$ cat config.mk
export PLATFORM = sky130hd
export DESIGN_NAME = multicycle_control
export DESIGN_NICKNAME = d
export VERILOG_FILES = /design/src/rtl/multicycle_control.sv
export SDC_FILE = /design/constraint.sdc
export NUM_CORES = 1
export LEC_CHECK = 0
export CAP_MARGIN = 20
export CORE_ASPECT_RATIO = 1.25
export CORE_MARGIN = 2
export CORE_UTILIZATION = 27
export DETAILED_ROUTE_END_ITERATION = 10
export HOLD_SLACK_MARGIN = 0.08
export PLACE_DENSITY = 0.75
export REMOVE_ABC_BUFFERS = 1
export SYNTH_ARGS = -nofsm -noshare
export SYNTH_HDL_FRONTEND = slang
export SYNTH_SLANG_ARGS = --single-unit
export TNS_END_PERCENT = 5
$ cat constraint.sdc
create_clock -name clk -period 1.21 [get_ports clk]
set_input_delay 0.242 -clock clk [delete_from_list [all_inputs] [get_ports clk]]
set_output_delay 0.242 -clock clk [all_outputs]
set_load 0.05 [all_outputs]
$ cat src/rtl/multicycle_control.sv
// Multicycle RV32 subset control unit: Moore FSM sequencing fetch, decode,
// memory, ALU, branch and jal steps, with mem_ready/EQ-gated write strobes.
module multicycle_control #(
    parameter int ALUCTRL_W = 3,
    parameter int MEM_WAIT  = 1,
    parameter int BNE_EN    = 1
) (
    input  logic                 clk,
    input  logic                 rst_n,
    input  logic [31:0]          Instr,
    input  logic                 EQ,
    input  logic                 mem_ready,
    output logic                 PCWrite,
    output logic                 AdrSrc,
    output logic                 MemWrite,
    output logic                 IRWrite,
    output logic                 RegWrite,
    output logic [1:0]           ResultSrc,
    output logic [1:0]           ALUSrcA,
    output logic [1:0]           ALUSrcB,
    output logic [1:0]           ImmSrc,
    output logic [ALUCTRL_W-1:0] ALUctrl,
    output logic                 illegal,
    output logic [3:0]           state
);

    localparam logic [3:0] ST_FETCH    = 4'd0;
    localparam logic [3:0] ST_DECODE   = 4'd1;
    localparam logic [3:0] ST_MEMADR   = 4'd2;
    localparam logic [3:0] ST_MEMREAD  = 4'd3;
    localparam logic [3:0] ST_MEMWB    = 4'd4;
    localparam logic [3:0] ST_MEMWRITE = 4'd5;
    localparam logic [3:0] ST_EXECUTER = 4'd6;
    localparam logic [3:0] ST_EXECUTEI = 4'd7;
    localparam logic [3:0] ST_ALUWB    = 4'd8;
    localparam logic [3:0] ST_BRANCH   = 4'd9;
    localparam logic [3:0] ST_JAL      = 4'd10;

    localparam logic [6:0] OP_LOAD   = 7'b0000011;
    localparam logic [6:0] OP_STORE  = 7'b0100011;
    localparam logic [6:0] OP_R      = 7'b0110011;
    localparam logic [6:0] OP_I      = 7'b0010011;
    localparam logic [6:0] OP_BRANCH = 7'b1100011;
    localparam logic [6:0] OP_JAL    = 7'b1101111;

    localparam logic [2:0] ALU_ADD = 3'b000;
    localparam logic [2:0] ALU_SUB = 3'b001;
    localparam logic [2:0] ALU_AND = 3'b010;
    localparam logic [2:0] ALU_OR  = 3'b011;
    localparam logic [2:0] ALU_SLT = 3'b101;

    logic [3:0] state_r;
    logic [3:0] next_state_s;
    logic [6:0] op_s;
    logic [2:0] funct3_s;
    logic       mem_rdy_s;
    logic       take_branch_s;
    logic [2:0] alu3_s;
    logic       pcw_s;
    logic       irw_s;
    logic       memw_s;
    logic       regw_s;
    logic       ill_s;
    logic       unused_s;

    function automatic logic [2:0] alu_decode(input logic [6:0] op,
                                              input logic [2:0] f3,
                                              input logic       bit30);
        logic [2:0] res;
        case (f3)
            3'b010:  res = ALU_SLT;
            3'b110:  res = ALU_OR;
            3'b111:  res = ALU_AND;
            3'b000: begin
                if ((op == OP_R) && bit30) begin
                    res = ALU_SUB;
                end else begin
                    res = ALU_ADD;
                end
            end
            default: res = ALU_ADD;
        endcase
        return res;
    endfunction

    assign op_s          = Instr[6:0];
    assign funct3_s      = Instr[14:12];
    assign mem_rdy_s     = (MEM_WAIT != 32'sd0) ? mem_ready : 1'b1;
    assign take_branch_s = ((BNE_EN != 32'sd0) && (funct3_s == 3'b001)) ? ~EQ : EQ;
    assign unused_s      = ^{Instr[31], Instr[29:15], Instr[11:7]};
    assign state         = state_r;

    // State register; reset abandons any in-flight instruction.
    always_ff @(posedge clk or negedge rst_n) begin
        if (!rst_n) begin
            state_r <= ST_FETCH;
        end else begin
            state_r <= next_state_s;
        end
    end

    // Next-state logic.
    always_comb begin
        next_state_s = ST_FETCH;
        case (state_r)
            ST_FETCH:    next_state_s = mem_rdy_s ? ST_DECODE : ST_FETCH;
            ST_DECODE: begin
                case (op_s)
                    OP_LOAD, OP_STORE: next_state_s = ST_MEMADR;
                    OP_R:              next_state_s = ST_EXECUTER;
                    OP_I:              next_state_s = ST_EXECUTEI;
                    OP_BRANCH:         next_state_s = ST_BRANCH;
                    OP_JAL:            next_state_s = ST_JAL;
                    default:           next_state_s = ST_FETCH;
                endcase
            end
            ST_MEMADR:   next_state_s = op_s[5] ? ST_MEMWRITE : ST_MEMREAD;
            ST_MEMREAD:  next_state_s = mem_rdy_s ? ST_MEMWB : ST_MEMREAD;
            ST_MEMWB:    next_state_s = ST_FETCH;
            ST_MEMWRITE: next_state_s = mem_rdy_s ? ST_FETCH : ST_MEMWRITE;
            ST_EXECUTER: next_state_s = ST_ALUWB;
            ST_EXECUTEI: next_state_s = ST_ALUWB;
            ST_ALUWB:    next_state_s = ST_FETCH;
            ST_BRANCH:   next_state_s = ST_FETCH;
            ST_JAL:      next_state_s = ST_ALUWB;
            default:     next_state_s = ST_FETCH;
        endcase
    end

    // Per-state datapath selects and ungated strobes.
    always_comb begin
        pcw_s     = 1'b0;
        irw_s     = 1'b0;
        memw_s    = 1'b0;
        regw_s    = 1'b0;
        ill_s     = 1'b0;
        AdrSrc    = 1'b0;
        ResultSrc = 2'b00;
        ALUSrcA   = 2'b00;
        ALUSrcB   = 2'b00;
        alu3_s    = ALU_ADD;
        case (state_r)
            ST_FETCH: begin
                ALUSrcB   = 2'b10;
                ResultSrc = 2'b10;
                pcw_s     = mem_rdy_s;
                irw_s     = mem_rdy_s;
            end
            ST_DECODE: begin
                ALUSrcA = 2'b01;
                ALUSrcB = 2'b01;
                case (op_s)
                    OP_LOAD, OP_STORE, OP_R, OP_I, OP_BRANCH, OP_JAL: ill_s = 1'b0;
                    default: ill_s = 1'b1;
                endcase
            end
            ST_MEMADR: begin
                ALUSrcA = 2'b10;
                ALUSrcB = 2'b01;
            end
            ST_MEMREAD:  AdrSrc = 1'b1;
            ST_MEMWB: begin
                ResultSrc = 2'b01;
                regw_s    = 1'b1;
            end
            ST_MEMWRITE: begin
                AdrSrc = 1'b1;
                memw_s = 1'b1;
            end
            ST_EXECUTER: begin
                ALUSrcA = 2'b10;
                alu3_s  = alu_decode(op_s, funct3_s, Instr[30]);
            end
            ST_EXECUTEI: begin
                ALUSrcA = 2'b10;
                ALUSrcB = 2'b01;
                alu3_s  = alu_decode(op_s, funct3_s, Instr[30]);
            end
            ST_ALUWB:    regw_s = 1'b1;
            ST_BRANCH: begin
                ALUSrcA = 2'b10;
                alu3_s  = ALU_SUB;
                pcw_s   = take_branch_s;
            end
            ST_JAL: begin
                ALUSrcA = 2'b01;
                ALUSrcB = 2'b10;
                pcw_s   = 1'b1;
            end
            default: begin
                pcw_s = 1'b0;
            end
        endcase
    end

    // Immediate format follows the opcode in every state.
    always_comb begin
        case (op_s)
            OP_STORE:  ImmSrc = 2'b01;
            OP_BRANCH: ImmSrc = 2'b10;
            OP_JAL:    ImmSrc = 2'b11;
            default:   ImmSrc = 2'b00;
        endcase
    end

    // Zero-extend the 3-bit ALU code to the configured width.
    always_comb begin
        ALUctrl      = {ALUCTRL_W{1'b0}};
        ALUctrl[2:0] = alu3_s;
    end

    // Strobes are forced low while reset is held, even though FETCH is active.
    assign PCWrite  = pcw_s  & rst_n;
    assign IRWrite  = irw_s  & rst_n;
    assign MemWrite = memw_s & rst_n;
    assign RegWrite = regw_s & rst_n;
    assign illegal  = ill_s  & rst_n;

endmodule
==> results of run 1 <==
cell families after synthesis:
kind of cell    after synthesis  share of synthesized area
xor+xnor                      5                     0.0708
mux                           4                     0.0648
flops                         4                      0.162
compound gates               17                      0.211
simple gates                 38                      0.409
buf+inv                       9                     0.0830
synthesized netlist by cell type, types with 2 or more instances:
master	number	area share
a32o_1	2	0.032
and3_1	2	0.020
and3b_1	2	0.028
buf_2	2	0.016
buf_4	2	0.024
dfrtp_1	4	0.16
inv_1	3	0.018
mux2i_1	4	0.065
nand2_1	4	0.024
nand3_1	3	0.024
nand3b_1	3	0.036
nand4_1	2	0.020
nor2_1	6	0.036
nor2b_1	2	0.020
nor3_1	4	0.032
nor3b_1	2	0.024
nor4_1	2	0.020
o21ai_0	3	0.024
xnor2_1	4	0.057
routing by layer:
layer	routed length [µm]	track usage
met1	1020	0.227
met2	1660	0.432
met3	102	0.0316
met4	53	0.0754
met5	0	0
power breakdown:
| group | leakage [nW] | switching, mW | internal (mW) |
|---|---|---|---|
| clock | 0.0138 | 0.0711 | 0.112 |
| sequential | 0.0489 | 0.00915 | 0.141 |
| combinational | 0.657 | 0.315 | 0.324 |
| total | 0.720 | 0.395 | 0.577 |
cell type report:
type,instances,area (µm²),area share
repair buffers,75,863,0.515
multi-input cells,64,633,0.378
clock buffers,3,22.5,0.0134
well taps,31,38.8,0.0231
flip-flops and latches,4,104,0.0619
inverters,4,15.0,0.00896
worst paths after layout:
kind,startpoint,endpoint,slack (ns),cells after the start
worst max register to register,state[1]$_DFF_PN0_,state[0]$_DFF_PN0_,-0.31,5
max in group asynchronous,rst_n,state[3]$_DFF_PN0_,0.73,2
min in group clk,Instr[4],state[3]$_DFF_PN0_,0.51,4
worst min-delay path,rst_n,state[2]$_DFF_PN0_,0.35,2
worst max-delay path,state[1]$_DFF_PN0_,ALUSrcB[0],-0.59,5
worst min register to register,state[3]$_DFF_PN0_,state[2]$_DFF_PN0_,0.68,2
worst register-to-register path, cell delays in order, from the launching register on:
cell,delay (ns)
dfrtp_2,0.46
buf_4,0.19
nor2b_1,0.15
buf_4,0.12
a211o_1,0.26
a32o_1,0.22
what timing repair did:
item	in CTS	in global routing
setup endpoints to repair	24	25
pin swaps	6	3
resized for setup	38	21
==> summary.txt, run 1 <==
Run status
  • Status: complete, but fails checks
  • Failing checks: setup timing

Synth
  • Synthesized flop and latch total: 4
  • Post-Syn Area: 618 µm²
  • Synth warn: 0
  • Number of library cell types mapped by synthesis: 40
  • Asr flop ratio synth: 1.00
  • Post-Synthesis Cells: 77
  • Top_reg_cell synth: dfrtp_1
  • Seq/Total Area, Yosys: 0.162
  • Post-synth EDFFs: 0
  • Syn_area_per_cell: 8.03 µm²

STA
  • Final setup vio count: 24
  • Min Hold Slack: 0.354 ns
  • Max frequency: 557 MHz
  • Hold Fails Final Rpt: 0
  • Slew Limit Fails: 0
  • Clock skew: 0.00796 ns
  • Final setup TNS: -8.31 ns
  • RSZ-0062 raised after global routing: true
  • Worst-margin pin slew: 0.218 ns
  • Final worst slack: -0.585 ns
  • Final period utilization: 1.48
  • Max-slew headroom: 0.850
  • Minimum clock period after layout: 1.80 ns

Die
  • FP Rows: 19
  • Die H: 57.5 µm
  • Die Wd: 46.8 µm
  • Io pins: 57
  • Core area: 0.00219 mm²
  • Initial Util: 0.283
  • Die Area: 0.00269 mm²

Cells and area
  • Filler cells: 139
  • Commonest cells after routing, fill and taps aside: buf_4, buf_12, clkdlybuf4s50_1, buf_6
  • Final Util: 0.767
  • Layout cells sized above 1: 0.700
  • Design Area, Final: 0.00168 mm²
  • Leading cell type in the layout, fill and taps excluded: buf_4
  • Fin nets: 188
  • Largest register FFs: 4
  • Final cell count without fillers: 181
  • N_diodes: 0
  • Area growth syn-to-layout: 171%

GRT
  • Largest net degree at the start of global routing: 8
  • First-pass GRT wire length: 4430 µm
  • Vias in the first global route: 993
  • Initial antenna violation count: 0
  • Remaining Overflow, GRT: 0
  • Total track usage: 0.224

Clocking
  • Clock root buffer: clkbuf_4
  • CTS Buf Count: 3
  • Sink Count: 4
  • CTS Buffer Depth: 2
  • CTS tree: built
  • H-tree depth: 1
  • Post-CTS setup buffer count: 0
  • Reg clk slew, reported paths: 0.04 ns
  • Clk_lat worst skew: 0.25 ns
  • Post-CTS Hold Buffers: 0

Placement
  • DP Wirelength: 2030 µm
  • Setup Slack @ Placement: -0.672 ns
  • Dpl cells: 178
  • Post-place instance area: 0.00148 mm²
  • # port buffers: 35
  • Routability Congestion: 0.842

Run
  • Max cap viols: 0

Power and ir drop
  • Worst vdd ir: 0.000459 V
  • Leak Pwr: 0.720 nW
  • Cell Pwr Density: 580 mW/mm²
  • Overall power: 0.972 mW

Worst setup path
  • Critical Path AT: 1.55 ns
  • Startpoint types: register
  • CP bufs+invs: 2
  • Worst setup path class: register to output port
  • Crit-path cells: buf_4 > xnor2_2 > mux2i_1 > nor2_2 > buf_12
  • Crit-path max FO: 7
  • WP data required: 0.97 ns
  • Largest delay share family, worst path: flip-flops
  • Critical Path Max Stage Delay: 0.46 ns
  • CP max stage cell: dfrtp_2
  • Worst setup EP type: output port

Detailed routing
  • Drt total wl: 2830 µm
  • Vias: 910
  • DRT Pass-1 Iters: 4
  • Post-DR vias/cell: 5.03
  • DRC Markers: 0
  • Routed Antenna Nets: 0
  • Wire length per cell: 15.6 µm
  • Drt initial violations: 23

Worst hold path
  • Worst hold path type: primary input to asynchronous set/reset pin
Power figures use the tool's default switching activity.
==> run 2: changes to the inputs <==
==> constraint.sdc (replaced) <==
create_clock -name clk -period 1.65 [get_ports clk]
set_input_delay 0.33 -clock clk [delete_from_list [all_inputs] [get_ports clk]]
set_output_delay 0.33 -clock clk [all_outputs]
set_load 0.05 [all_outputs]
==> run 2 against run 1 <==
Against the previous run:
- the run still ends with setup timing left
- hold slack worse by 0.15 ns
- largest power group unchanged
- combinational power decreased by 28%
- utilization grew 0.23 points
- via count is 0.44% higher
- sequential share of layout area hardly changed
==> summary.txt, run 2 (same netlist as run 1, synthesis figures left out) <==
Run status
  • Status: complete, but fails checks (unchanged)
  • Failing checks: setup timing (unchanged)

GRT
  • Total track usage: 0.214 (was 0.224)
  • Vias in the first global route: 964 (was 993)
  • Initial antenna violation count: 0 (unchanged)
  • First-pass GRT wire length: 4300 µm (was 4430 µm)
  • Remaining Overflow, GRT: 0 (unchanged)
  • Largest net degree at the start of global routing: 8 (unchanged)

Detailed routing
  • Vias: 914 (was 910)
  • Drt total wl: 2750 µm (was 2830 µm)
  • Routed Antenna Nets: 0 (unchanged)
  • Wire length per cell: 15.2 µm (was 15.6 µm)
  • Drt initial violations: 7 (was 23)
  • DRT Pass-1 Iters: 4 (unchanged)
  • Post-DR vias/cell: 5.05 (was 5.03)
  • DRC Markers: 0 (unchanged)

Cells and area
  • Fin nets: 188 (unchanged)
  • Largest register FFs: 4 (unchanged)
  • Layout cells sized above 1: 0.660 (was 0.700)
  • Area growth syn-to-layout: 172% (was 171%)
  • N_diodes: 0 (unchanged)
  • Leading cell type in the layout, fill and taps excluded: buf_4 (unchanged)
  • Design Area, Final: 0.00168 mm² (about the same)
  • Final cell count without fillers: 181 (unchanged)
  • Commonest cells after routing, fill and taps aside: buf_4, buf_12, dlygate4sd2_1, buf_6 (was buf_4, buf_12, clkdlybuf4s50_1, buf_6)
  • Final Util: 0.769 (was 0.767)

STA
  • Final period utilization: 1.12
  • Max-slew headroom: 0.843 (was 0.850)
  • RSZ-0062 raised after global routing: true (unchanged)
  • Final setup TNS: -1.60 ns (was -8.31 ns)
  • Min Hold Slack: 0.207 ns (was 0.354 ns)
  • Final setup vio count: 15 (was 24)
  • Final worst slack: -0.192 ns (was -0.585 ns)
  • Clock skew: 0.00111 ns (was 0.00796 ns)
  • Slew Limit Fails: 0 (unchanged)
  • Minimum clock period after layout: 1.84 ns
  • Max frequency: 543 MHz
  • Worst-margin pin slew: 0.229 ns (was 0.218 ns)
  • Hold Fails Final Rpt: 0 (unchanged)

Clocking
  • CTS Buffer Depth: 2 (unchanged)
  • H-tree depth: 1 (unchanged)
  • Reg clk slew, reported paths: 0.04 ns (about the same)
  • Clock root buffer: clkbuf_4 (unchanged)
  • Sink Count: 4 (unchanged)
  • CTS tree: built (unchanged)
  • Clk_lat worst skew: 0.23 ns (was 0.25 ns)
  • CTS Buf Count: 3 (unchanged)
  • Post-CTS Hold Buffers: 0 (unchanged)

Placement
  • Setup Slack @ Placement: -0.433 ns (was -0.672 ns)
  • Routability Congestion: 0.837 (was 0.842)
  • DP Wirelength: 2020 µm (was 2030 µm)
  • # port buffers: 35 (unchanged)
  • Dpl cells: 174 (was 178)
  • Post-place instance area: 0.00145 mm² (was 0.00148 mm²)

Worst setup path
  • Worst setup path class: register to output port (unchanged)
  • WP data required: 1.32 ns (was 0.97 ns)
  • Critical Path AT: 1.51 ns (was 1.55 ns)
  • Worst setup EP type: output port (unchanged)
  • Crit-path max FO: 6 (was 7)
  • Startpoint types: register (unchanged)

Worst hold path
  • Worst hold path type: primary input to asynchronous set/reset pin (unchanged)

Power and ir drop
  • Cell Pwr Density: 413 mW/mm² (was 580 mW/mm²)
  • Worst vdd ir: 0.000443 V (was 0.000459 V)
  • Leak Pwr: 0.723 nW (was 0.720 nW)
  • Overall power: 0.695 mW (was 0.972 mW)

Die
  • Die H: 57.5 µm (unchanged)
  • FP Rows: 19 (unchanged)
  • Core area: 0.00219 mm² (unchanged)
  • Io pins: 57 (unchanged)
  • Initial Util: 0.283 (unchanged)
  • Die Area: 0.00269 mm² (unchanged)
  • Die Wd: 46.8 µm (unchanged)

Run
  • Max cap viols: 0 (unchanged)
[run 2: cell count changes in the layout (fill, tap and decap cells not counted), sizes merged]
cell / change
dlymetal6s2s: -1
clkdlybuf4s50: -3
dlygate4sd2: +8
clkbuf: -4
[run 2: worst max-delay path: stages (launching register included)]
cell and delay, ns:
dfrtp_2 0.45, nor4b_4 0.32, nand2_1 0.12, a41oi_2 0.22, buf_12 0.17
[run 2: what timing repair did]
action	in CTS	in global routing
pin swaps	11	10
endpoints found under the setup margin	17	17
gates resized for setup	40	13
buffers inserted	1	3
[run 2: layer usage]
layer  track usage  share of wire  up-vias
met3        0.0538          0.041        0
met2         0.401           0.60       25
met4        0.0357              0        0
li1              -              -      445
met5             0              0        -
met1         0.234           0.36      444
[run 2: path summary, 6_finish.rpt]
kind	from	to	slack, ns	cells past startpoint
min	rst_n	state[1]$_DFF_PN0_	0.21	2
max in group asynchronous	rst_n	state[3]$_DFF_PN0_	1.33	2
max	state[2]$_DFF_PN0_	illegal	-0.19	4
min in group clk	Instr[4]	state[3]$_DFF_PN0_	0.59	4
max reg2reg	state[1]$_DFF_PN0_	state[0]$_DFF_PN0_	0.25	4
min reg2reg	state[3]$_DFF_PN0_	state[2]$_DFF_PN0_	0.77	3
[run 2: where the power goes]
group | leakage (nW) | internal (mW) | switching, mW | total, mW
combinational | 0.660 | 0.236 | 0.227 | 0.463
sequential | 0.0489 | 0.103 | 0.00770 | 0.111
clock | 0.0138 | 0.0814 | 0.0400 | 0.121
total | 0.723 | 0.420 | 0.275 | 0.695
[run 2: final cells by class]
| type | instances | area (µm²) |
|---|---|---|
| multi-input cells | 64 | 627 |
| repair buffers | 75 | 875 |
| clock buffers | 3 | 22.5 |
| inverters | 4 | 15.0 |
| flip-flops and latches | 4 | 104 |
| well taps | 31 | 38.8 |
| fillers | 160 | 505 |
==> RTL edit 1: new RTL, config.mk and constraints of run 1 <==
Reset style: synchronous (`rst_n`), changed in one clocked block.
--- a/src/rtl/multicycle_control.sv
+++ b/src/rtl/multicycle_control.sv
@@ -91,7 +91,7 @@
     assign state         = state_r;
 
     // State register; reset abandons any in-flight instruction.
-    always_ff @(posedge clk or negedge rst_n) begin
+    always_ff @(posedge clk) begin
         if (!rst_n) begin
             state_r <= ST_FETCH;
         end else begin
Check against the original RTL: differs if rst_n is asserted again (counterexample within 4 cycles, from zero or initial values and one cycle with rst_n low); with rst_n held inactive, the same outputs for 10 cycles.
==> RTL edit 1 against run 1 <==
- the flow still finishes with violations (negative setup slack)
- power down 27%
- design area up 8.1%
- clock skew down 4.6 ps
- sequential cell count unchanged
- count of clock-buffer cells in the layout unchanged
- clock power down 9%
- worst setup slack worse by 78 ps
- first-iteration DRC count down 48%
- synthesized area up 4.9%
- die area up 4.5%
- routed wire length up 26%
- critical path type unchanged
- critical endpoint is now ALUctrl[2]
- largest cell class unchanged
==> RTL edit 1: results (changes against run 1) <==
* Status: finished with violations (unchanged)
* # setup viols final at 21 (was 24)
* Vias per cell at 5.37 (was 5.03)
* Reg2reg path depth at 4 (was 5)
* Via count at 1058 (was 910)
* Top cells by area, synth: dfxtp_1 (12%), and3_1 (5.8%), nor2b_1 (4.8%), nand3b_1 (4.6%), xor2_1 (4.1%) (was dfrtp_1 (16%), mux2i_1 (6.5%), xnor2_1 (5.7%), nor4b_4 (3.8%), nand3b_1 (3.6%))
* CP endpoint: ALUctrl[2] (was ALUSrcB[0])
* R2r endpoint: state[1]$_SDFF_PN0_ (was state[0]$_DFF_PN0_)
* Port bufs at 35 (unchanged)
* DP HPWL at 2290 um (was 2030 um)
* Synth async-reset ratio at 0% (was 100%)
* GP Congestion at 0.889 (was 0.842)
* Initial antenna violation count at 0 (unchanged)
* Clk buf depth at 2 (unchanged)
* Setup slack after placement at -710 ps (was -672 ps)
* Dpl cells at 191 (was 178)
* Overall routed net length at 3570 um (was 2830 um)
* Setup_tns at -7230 ps (was -8310 ps)
* Worst-skew pair later-pin latency at 240 ps
* 1st-pass router iterations at 4 (unchanged)
* Root buffer cell: clkbuf_4 (unchanged)
* GRT Total Usage at 24.6% (was 22.4%)
* Post-synth cell types at 43 (was 40)
* Syn. warnings at 0 (unchanged)
* RR Startpoint: state[0]$_SDFF_PN0_ (was state[1]$_DFF_PN0_)
* Most instantiated cells after synthesis: and3_1 (6), nand2_1 (5), nor2b_1 (5)
* Failing checks: negative setup slack (unchanged)
* R2r setup slk at -50 ps (was -310 ps)
* Worst Hold Class: input pin to flip-flop (was input pin to async pin)
* Max transition margin at 75.3% (was 85.0%)
* DRT iter0 DRCs at 12 (was 23)
* Crit path from: state[1]$_SDFF_PN0_ (was state[1]$_DFF_PN0_)
* Hold slack at 519 ps (was 354 ps)
* Layout fillers at 133 (was 139)
* Layout cell share with drive strength beyond 1 at 66.3% (was 70.0%)
* Pin count of the biggest net entering global routing at 10 (was 8)
* # diodes at 0 (unchanged)
* P_leak at 0.800 nW (was 0.720 nW)
* Most used DFF post-synth: dfxtp_1 (was dfrtp_1)
* Clk pin slew, worst setup/hold paths at 40 ps (about the same)
* Maximum VDD drop at 0.590 mV (was 0.459 mV)
* Max reg flops at 4 (unchanged)
* CP Max Fanout at 8 (was 7)
* Clk_skew at 3.38 ps (was 7.96 ps)
* H-tree levels at 1 (unchanged)
* Cells after Synth at 86 (was 77)
* Sequential area share after synthesis at 12.4% (was 16.2%)
* First-pass GRT wire length at 4930 um (was 4430 um)
* TritonCTS buffer count at 3 (unchanged)
* Worst Path Arrival at 1630 ps (was 1550 ps)
* Final worst slack at -663 ps (was -585 ps)
==> RTL edit 1: changes by cell type in the layout (fill, tap and decap cells not counted), sizes merged, moves of 3 or more <==
cell,before,now
clkdlybuf4s50,6,1
mux2i,4,1
clkbuf,7,3
nor3b,2,5
buf,61,69
xnor2,4,1
dlygate4sd2,1,11
dfrtp,4,0
nor2,6,3
and3,2,6
dfxtp,0,4
==> RTL edit 1: kinds of logic (layout without fill, tap and decap cells) <==
group / after synthesis / after routing / share of synthesized area [%]
simple gates: 50 / 50 / 52.9
compound gates: 17 / 17 / 18.9
buf+inv: 9 / 89 / 7.14
xor+xnor: 4 / 4 / 5.41
flops: 4 / 4 / 12.4
mux: 2 / 2 / 3.28
==> RTL edit 1: per-stage QoR <==
stage / cell area [sq um] / total power [mW]
after floorplan: 613 / 0.268
after CTS: 1750 / 0.689
after detailed placement: 1550 / 0.503
final: 1810 / 0.708
after global placement: 1550 / 0.495
after global routing: 1810 / 0.740
==> RTL edit 1: how the worst min path moves through the flow <==
stage | start | end | cells after the start
2_1_floorplan | Instr[6] | state[3]$_SDFF_PN0_ | 2
3_3_place_gp | state[1]$_SDFF_PN0_ | state[2]$_SDFF_PN0_ | 3
3_5_place_dp | state[1]$_SDFF_PN0_ | state[2]$_SDFF_PN0_ | 3
4_1_cts | Instr[4] | state[2]$_SDFF_PN0_ | 4
5_1_grt | mem_ready | state[2]$_SDFF_PN0_ | 4
6_report | mem_ready | state[2]$_SDFF_PN0_ | 4
==> RTL edit 1: report_power, final <==
part	switching [mW]	internal (mW)
registers	0.00658	0.128
clock network	0.0553	0.111
logic	0.189	0.218
total	0.251	0.457
==> RTL edit 1: metal layers <==
| metal | wire [um] | global-route usage (%) |
|---|---|---|
| met5 | 0 | 0 |
| met4 | 125 | 12.7 |
| met3 | 195 | 4.29 |
| met2 | 1980 | 46.7 |
| met1 | 1280 | 23.0 |
==> RTL edit 1: final cells by class <==
cell class / instances / area share [%]
repair buffers: 83 / 51.9
flip-flops and latches: 4 / 5.25
well taps: 31 / 2.14
inverters: 3 / 0.760
multi-input cells: 73 / 38.7
clock buffers: 3 / 1.24
==> RTL edit 1: repair_timing <==
action,4_1_cts,5_1_grt
buffers inserted,2,1
endpoints found under the setup margin,25,22
resized for setup,54,12
hold buffers,0,0
hold endpoints to repair,0,0
gates cloned,0,0
pin swaps,17,2
==> RTL edit 1: worst max-delay path, cell delays in order (launching register included) <==
cell and delay, ps:
dfxtp_4 390, buf_6 130, nand3b_1 140, nor4b_2 420, buf_4 190, buf_12 120
==> RTL edit 2: new RTL, settings of run 1 <==
Without the edit above. Change the parameter `ALUCTRL_W` from 3 to 6.
--- a/src/rtl/multicycle_control.sv
+++ b/src/rtl/multicycle_control.sv
@@ -1,7 +1,7 @@
 // Multicycle RV32 subset control unit: Moore FSM sequencing fetch, decode,
 // memory, ALU, branch and jal steps, with mem_ready/EQ-gated write strobes.
 module multicycle_control #(
-    parameter int ALUCTRL_W = 3,
+    parameter int ALUCTRL_W = 6,
     parameter int MEM_WAIT  = 1,
     parameter int BNE_EN    = 1
 ) (
Interface: changed (resized ALUctrl); port bits go from 57 to 60. The function was not compared with the original's and may differ.
==> RTL edit 2 against run 1 <==
- the run still ends with negative setup slack left
- worst setup slack worse by 2.1 ps
- hold slack worse by 130 ps
- die area is 3.9% higher
- core utilization decreased by 2.8 points
- synthesized cell count up 5.2%
- power decreased by 0.46%
- sequential cell count unchanged
- critical path type unchanged
- design area shrank 1.5%
- critical endpoint is now ALUctrl[0]
- count of clock-buffer cells in the layout unchanged
- routed wire length is 4.6% higher
- highest routed layer unchanged
- synthesized area increased by 4.3%
- clock power is 3% lower
==> RTL edit 2: results (changes against run 1) <==
* Status: finished with violations (unchanged)
* Finished Core Util at 73.9% (was 76.7%)
* GP Congestion at 0.831 (was 0.842)
* Non-clock buffers at 76 (was 75)
* Dpl cells at 181 (was 178)
* Cells after Synth at 81 (was 77)
* Top cells by area, synth: dfrtp_1 (16%), mux2i_1 (6.2%), buf_4 (5.8%), xnor2_1 (5.4%), nor4b_4 (3.7%) (was dfrtp_1 (16%), mux2i_1 (6.5%), xnor2_1 (5.7%), nor4b_4 (3.8%), nand3b_1 (3.6%))
* Multi-Input Combinational at 67 (was 64)
* Setup slack after placement at -669 ps (was -672 ps)
* Comb power frac at 66.1% (was 65.7%)
* Pint at 0.566 mW (was 0.577 mW)
* CP peak stage delay at 440 ps (was 460 ps)
* GRT Total Usage at 23.3% (was 22.4%)
* Hold slack at 229 ps (was 354 ps)
* WL met2 at 1850 um (was 1660 um)
* Signal buf overhead at 52.0% (was 51.5%)
* Met1 Routed Length at 892 um (was 1020 um)
* R2r setup slk at -240 ps (was -310 ps)
* Via count at 944 (was 910)
* Setup_tns at -8500 ps (was -8310 ps)
* Post-synth cell types at 41 (was 40)
* Sequential cell count at 4 (unchanged)
* Crit path from: state[3]$_DFF_PN0_ (was state[1]$_DFF_PN0_)
* Maximum VDD drop at 0.610 mV (was 0.459 mV)
* Sequential area share after synthesis at 15.5% (was 16.2%)
* Cts repair resizes at 41 (was 38)
* CP Max Fanout at 5 (was 7)
* Final layout net count at 192 (was 188)
* Failing checks: negative setup slack (unchanged)
* Layout cell share with drive strength beyond 1 at 65.6% (was 70.0%)
* Multi-input gate share of total cell area at 37.1% (was 37.8%)
* WL per Instance at 16.0 um (was 15.6 um)
* # setup viols final at 22 (was 24)
* DRT iter0 DRCs at 8 (was 23)
* P_leak at 0.712 nW (was 0.720 nW)
* Post-Place Cell Area at 0.00149 sq mm (was 0.00148 sq mm)
* Crit path max-delay family: simple AND/OR/NAND/NOR gates (was flip-flops)
* Total power at 0.967 mW (was 0.972 mW)
* Setup bufs post-CTS at 1 (was 0)
* First-pass GRT wire length at 4510 um (was 4430 um)
* Overall routed net length at 2960 um (was 2830 um)
* DP HPWL at 2160 um (was 2030 um)
* Final worst slack at -587 ps (was -585 ps)
* Clock power share at 18.3% (was 18.8%)
==> RTL edit 2: cell types whose count changed in the layout (fill, tap and decap cells not counted), moves of 2 or more <==
cell | before | now
conb_1 | 0 | 3
dlygate4sd2_1 | 1 | 3
dlymetal6s2s_1 | 2 | 0
nor2_1 | 1 | 4
nor2_2 | 4 | 1
nor3_1 | 0 | 2
nor3_2 | 4 | 2
==> RTL edit 2: routing by layer <==
layer / vias to the layer above / global-route usage [%]
met5: - / 0
met4: 0 / 12.0
li1: 451 / -
met2: 45 / 45.0
met3: 6 / 4.91
met1: 442 / 20.6
==> RTL edit 2: cell families (layout without fill, tap and decap cells) <==
family / Yosys count / count (layout) / synth area share (%)
other: 1 / 3 / 0.582
muxes: 4 / 4 / 6.21
AOI/OAI and AO/OA: 17 / 17 / 20.2
xor gates and xnor gates: 5 / 5 / 6.80
buffers and inverters: 12 / 83 / 11.5
and+or+nand+nor: 38 / 38 / 39.2
DFF: 4 / 4 / 15.5
